File: config.mk
export PLATFORM = sky130hd
export DESIGN_NAME = pwm_capture
export DESIGN_NICKNAME = d
export VERILOG_FILES = /design/src/rtl/pwm_capture.sv
export SDC_FILE = /design/constraint.sdc
export NUM_CORES = 1
export LEC_CHECK = 0
export ABC_AREA = 1
export CAP_MARGIN = 20
export CELL_PAD_IN_SITES_DETAIL_PLACEMENT = 1
export CELL_PAD_IN_SITES_GLOBAL_PLACEMENT = 2
export CORE_MARGIN = 4
export CORE_UTILIZATION = 30
export CTS_CLUSTER_SIZE = 12
export DETAILED_ROUTE_END_ITERATION = 8
export PLACE_DENSITY_LB_ADDON = 0.3
export SYNTH_ARGS = -nofsm -noshare
export SYNTH_HDL_FRONTEND = slang
export SYNTH_SLANG_ARGS = --single-unit
File: constraint.sdc
create_clock -name clk -period 2.5 [get_ports clk]
set_clock_uncertainty 0.2 [all_clocks]
set_input_delay 0.625 -clock clk [delete_from_list [all_inputs] [get_ports clk]]
set_output_delay 0.625 -clock clk [all_outputs]
set_load 0.03 [all_outputs]
File: src/rtl/pwm_capture.sv
// pwm_capture: measures period and high time of a PWM input in step ticks,
// and reports a stuck line when no edge arrives for 2^M-1 steps.
module pwm_capture #(
  parameter int unsigned N = 8,
  parameter int unsigned M = N + 2
) (
  input  logic         clk,
  input  logic         rst,
  input  logic         ena,
  input  logic         step,
  input  logic         pwm_in,
  output logic [M-1:0] period,
  output logic [M-1:0] high_count,
  output logic         valid,
  output logic         stuck,
  output logic         level
);

  localparam logic [M-1:0] CNT_MAX = '1;
  localparam logic [M-1:0] CNT_ONE = M'(1);

  typedef enum logic {
    S_IDLE    = 1'b0,
    S_MEASURE = 1'b1
  } state_t;

  state_t       state_q;
  state_t       state_d;
  logic [M-1:0] pcnt_q;
  logic [M-1:0] pcnt_d;
  logic [M-1:0] hcnt_q;
  logic [M-1:0] hcnt_d;
  logic [M-1:0] period_d;
  logic [M-1:0] high_d;
  logic         valid_d;
  logic         stuck_d;
  logic         level_d;

  logic sync_meta;
  logic sync;
  logic smp;
  logic rise_c;

  // Two-flop synchronizer, free running regardless of ena/step
  always_ff @(posedge clk) begin
    if (rst) begin
      sync_meta <= 1'b0;
      sync      <= 1'b0;
    end else begin
      sync_meta <= pwm_in;
      sync      <= sync_meta;
    end
  end

  // Sample register advances only on step cycles
  always_ff @(posedge clk) begin
    if (rst) begin
      smp <= 1'b0;
    end else if (step) begin
      smp <= sync;
    end
  end

  assign rise_c = step & sync & ~smp;

  // State, counters and registered outputs
  always_ff @(posedge clk) begin
    if (rst) begin
      state_q    <= S_IDLE;
      pcnt_q     <= '0;
      hcnt_q     <= '0;
      period     <= '0;
      high_count <= '0;
      valid      <= 1'b0;
      stuck      <= 1'b0;
      level      <= 1'b0;
    end else begin
      state_q    <= state_d;
      pcnt_q     <= pcnt_d;
      hcnt_q     <= hcnt_d;
      period     <= period_d;
      high_count <= high_d;
      valid      <= valid_d;
      stuck      <= stuck_d;
      level      <= level_d;
    end
  end

  // Next-state, counter and report logic; counters are checked before incrementing so they never wrap
  always_comb begin
    state_d  = state_q;
    pcnt_d   = pcnt_q;
    hcnt_d   = hcnt_q;
    period_d = period;
    high_d   = high_count;
    valid_d  = 1'b0;
    stuck_d  = stuck;
    level_d  = level;

    if (!ena) begin
      state_d = S_IDLE;
      pcnt_d  = '0;
      hcnt_d  = '0;
    end else if (step) begin
      case (state_q)
        S_IDLE: begin
          if (rise_c) begin
            pcnt_d  = CNT_ONE;
            hcnt_d  = CNT_ONE;
            state_d = S_MEASURE;
          end else if (sync != smp) begin
            pcnt_d = '0;
          end else if (pcnt_q == CNT_MAX) begin
            // Report only a new stuck condition; otherwise stay saturated
            if (!stuck || (level != sync)) begin
              stuck_d  = 1'b1;
              level_d  = sync;
              period_d = '0;
              high_d   = '0;
              valid_d  = 1'b1;
              pcnt_d   = '0;
            end
          end else begin
            pcnt_d = pcnt_q + CNT_ONE;
          end
        end
        S_MEASURE: begin
          if (rise_c) begin
            period_d = pcnt_q;
            high_d   = hcnt_q;
            stuck_d  = 1'b0;
            valid_d  = 1'b1;
            pcnt_d   = CNT_ONE;
            hcnt_d   = CNT_ONE;
          end else if (pcnt_q == CNT_MAX) begin
            stuck_d  = 1'b1;
            level_d  = sync;
            period_d = '0;
            high_d   = '0;
            valid_d  = 1'b1;
            pcnt_d   = '0;
            hcnt_d   = '0;
            state_d  = S_IDLE;
          end else begin
            pcnt_d = pcnt_q + CNT_ONE;
            hcnt_d = hcnt_q + M'(sync);
          end
        end
        default: begin
          state_d = S_IDLE;
          pcnt_d  = '0;
          hcnt_d  = '0;
        end
      endcase
    end
  end

endmodule
==> results_dict.tcl, run 1 <==
set metrics [dict create \
    status "finished, final reports clean" \
    overflow 0 \
    synthMuxAreaShare_pct 0 \
    wl_per_cell_um 12.9 \
    hold_depth 2 \
    cp-startpoint "level" \
    cts_buffers 5 \
    initial_utilization_pct 31.1 \
    drc 0 \
    endpoint "level" \
    synth-edff-count 0 \
    post_cts.repair.setup_buffers 0 \
    syn-cell-area_mm2 0.00242 \
    dpl_worst_slack_ns -0.0655 \
    synthDistinctLibCells 32 \
    n_antenna_cell 0 \
    leakage_nw 1.17 \
    cts-root-buf "clkbuf_8" \
    worst_pin_slew_ns 0.464 \
    synth-async-reset-ratio_pct 0 \
    arrival_ns 1.43 \
    cp.depth 1 \
    cts_hold_buf 0 \
    synth_top_area_cell "dfxtp_1" \
    avgSynthCellArea_um2 6.57 \
    via_per_inst 4.55 \
    syn-num-nets 376 \
    finalHoldViolations 0 \
    gp_congestion 0.836 \
    synth_flop_cell "dfxtp_1" \
    fp-row-count 32 \
    clk_pin_slew_ns 0.10 \
    synthAdderAreaFrac_pct 1.55 \
    power-per-cell-area_mw_per_mm2 445 \
    timing.final.crit_share_pct 90.1 \
    die_h_um 97.8 \
    grt_max_degree 26 \
    synth_top_family_by_area "simple AND/OR/NAND/NOR gates" \
    yosys.cell_count.top_type "nand2_1" \
    crit_chain "clkdlybuf4s50_1" \
    whs_ns 0.225 \
    critical_path.slowest_cell "clkdlybuf4s50_1" \
    clkSinkCount 47 \
    dp.cells 500 \
    crit_family "buffers and inverters" \
    yosysTopAreaCellShare_pct 38.9 \
    yosys-top-cells-count "112 x nand2_1, 58 x nor2_1, 47 x dfxtp_1, 46 x inv_1, 33 x nand3_1" \
    ios 28 \
    rsz0062_at_grt "false" \
    maxCapViolCount 0 \
    fin_ws_ns 0.248 \
    die_area_mm2 0.00956 \
    drive_gt1_share_pct 9.61 \
    crit_type "flip-flop to output port" \
    cts_buffer_depth 2 \
    dr.pass1.iters 4 \
    area_growth_pct 22.9 \
    finalSetupViolCount 0 \
    htree_levels 2 \
    track_usage_pct 14.7 \
    rr_startpoint "pcnt_q[0]" \
    die_x_um 97.8 \
    slew_headroom_pct 68.8 \
    ff2ff_setup_slack_ns 0.37 \
    startpoint_type "flip-flop" \
    yosys_warnings 0 \
    fin_nets 413 \
    num_vias 2311 \
    yosys.area_share.simple_pct 41.3 \
    synthXorXnorAreaFrac_pct 1.81 \
    synth_area_leaders "dfxtp_1 39%, nand2_1 17%, nor2_1 9.0%" \
    worst_setup_path_end_kind "output port" \
    drtIter0Drc 55 \
    r2r-end "high_count[4]" \
    crit_path_max_fanout 4 \
    post_cts_resized 0 \
    insertion_delay_ns 0.31 \
    antenna_found_initial 0 \
    final_cells 508 \
    synth_compound_area_share_pct 6.36 \
    slowest_delay_ns 0.70 \
    critical_path_buf_inv_count 1 \
    required_ns 1.67 \
    final_antenna_net_count 0 \
    layout_min_cycle_time_ns 2.25 \
    place_hpwl_um 5150 \
    max_freq_mhz 444 \
    slew_viol_final 0 \
    wirelength_um 6570 \
    ys_seq_area_share_pct 38.9 \
    tritoncts "yes" \
    grt_pass1_vias 2344 \
    core-area_mm2 0.00777 \
    grt_pass1_wl_um 11500 \
    io_buffers 27 \
    worst_r2r_path_depth 11 \
    ir_drop_mv 0.178 \
    syn_inst 368 \
    ys_seq_elements 47 \
    min_path_type "flip-flop to flip-flop" \
]
## worst min-delay path by stage
stage | endpoint | start
2_1_floorplan | sync | sync_meta
3_3_place_gp | sync | sync_meta
4_1_cts | sync | sync_meta
6_report | sync | sync_meta
3_5_place_dp | sync | sync_meta
5_1_grt | sync | sync_meta
## routing by layer
metal | vias to the layer above | track usage [%] | routed length [µm]
met2 | 33 | 22.7 | 2810
met1 | 1059 | 20.9 | 3440
met4 | 0 | 4.15 | 83
met3 | 6 | 3.00 | 232
li1 | 1213 | - | -
met5 | - | 0 | 0
## worst min-delay path, cell delays in order (launching register included)
cell and delay (ns):
dfxtp_1 0.31, inv_1 0.04, nor2_1 0.03
## logic make-up after synthesis
| family | count (synthesis) |
|---|---|
| and+or+nand+nor | 228 |
| buffers and inverters | 58 |
| DFF | 47 |
| AOI/OAI and AO/OA | 27 |
| xor gates and xnor gates | 5 |
| adders and majority gates | 3 |
## cells in the final DEF (no fill, tap or decap)
cell type        synthesis  final
nand2_1                112    112
nor2_1                  58     58
dfxtp_1                 47     47
inv_1                   46     46
nand3_1                 33     33
clkdlybuf4s50_1          0     27
a21oi_1                 11     11
buf_4                    2      9
o21ai_0                  8      8
clkbuf_8                 0      5
nor2_2                   4      4
nand2_2                  4      4
nor3_1                   4      4
nand4_1                  4      4
inv_2                    3      3
xor2_1                   3      3
ha_1                     3      3
buf_12                   0      3
nand3b_1                 2      2
xnor2_1                  2      2
o21bai_1                 2      2
a31oi_1                  2      2
a21oi_2                  2      2
clkinvlp_4               0      2
nand3_2                  1      1
o21ai_1                  1      1
nor2_4                   1      1
nand3_4                  1      1
nand2_4                  1      1
nor3b_1                  1      1
nand4_4                  1      1
or2_2                    1      1
a311oi_1                 1      1
clkinv_2                 0      1
## cell type report
type | instances | area, µm²
clock buffers | 5 | 68.8
clock inverters | 3 | 20.0
fillers | 1033 | 4790
inverters | 49 | 184
multi-input cells | 263 | 1230
flip-flops and latches | 47 | 941
well taps | 102 | 128
repair buffers | 39 | 398
## flip-flops by register name, summed over array words and instances, names as in the netlist
register	flops
stuck	1
hcnt_q	10
state_q	1
smp	1
sync	1
level	1
pcnt_q	10
valid	1
period	10
high_count	10
sync_meta	1
## stage by stage
step / setup TNS, ns / total power (W) / util, % / area (µm²)
finish: 0 / 0.00132 / 38.3 / 2970
global route: 0 / 0.00139 / 38.3 / 2970
CTS: 0 / 0.00135 / 38.3 / 2970
detailed placement: -0.414 / 0.000871 / 37.1 / 2880
global placement: -0.638 / 0.000870 / 37.1 / 2880
floorplan: 0 / 0.000832 / - / 2420
## where the power goes
| part | switching [W] | internal, W | total, W |
|---|---|---|---|
| registers | 0.00000728 | 0.000755 | 0.000762 |
| logic | 0.0000583 | 0.0000319 | 0.0000901 |
| clock network | 0.000275 | 0.000195 | 0.000470 |
(Power assumes the default switching activity.)
==> run 2, diff against run 1 <==
--- a/config.mk
+++ b/config.mk
@@ -6,6 +6,7 @@
 export NUM_CORES = 1
 export LEC_CHECK = 0
 export ABC_AREA = 1
+export ABC_CLOCK_PERIOD_IN_PS = 2500
 export CAP_MARGIN = 20
 export CELL_PAD_IN_SITES_DETAIL_PLACEMENT = 1
 export CELL_PAD_IN_SITES_GLOBAL_PLACEMENT = 2
==> results of run 2 <==
The final DEF is identical to that of run 1; final timing and power are the same.
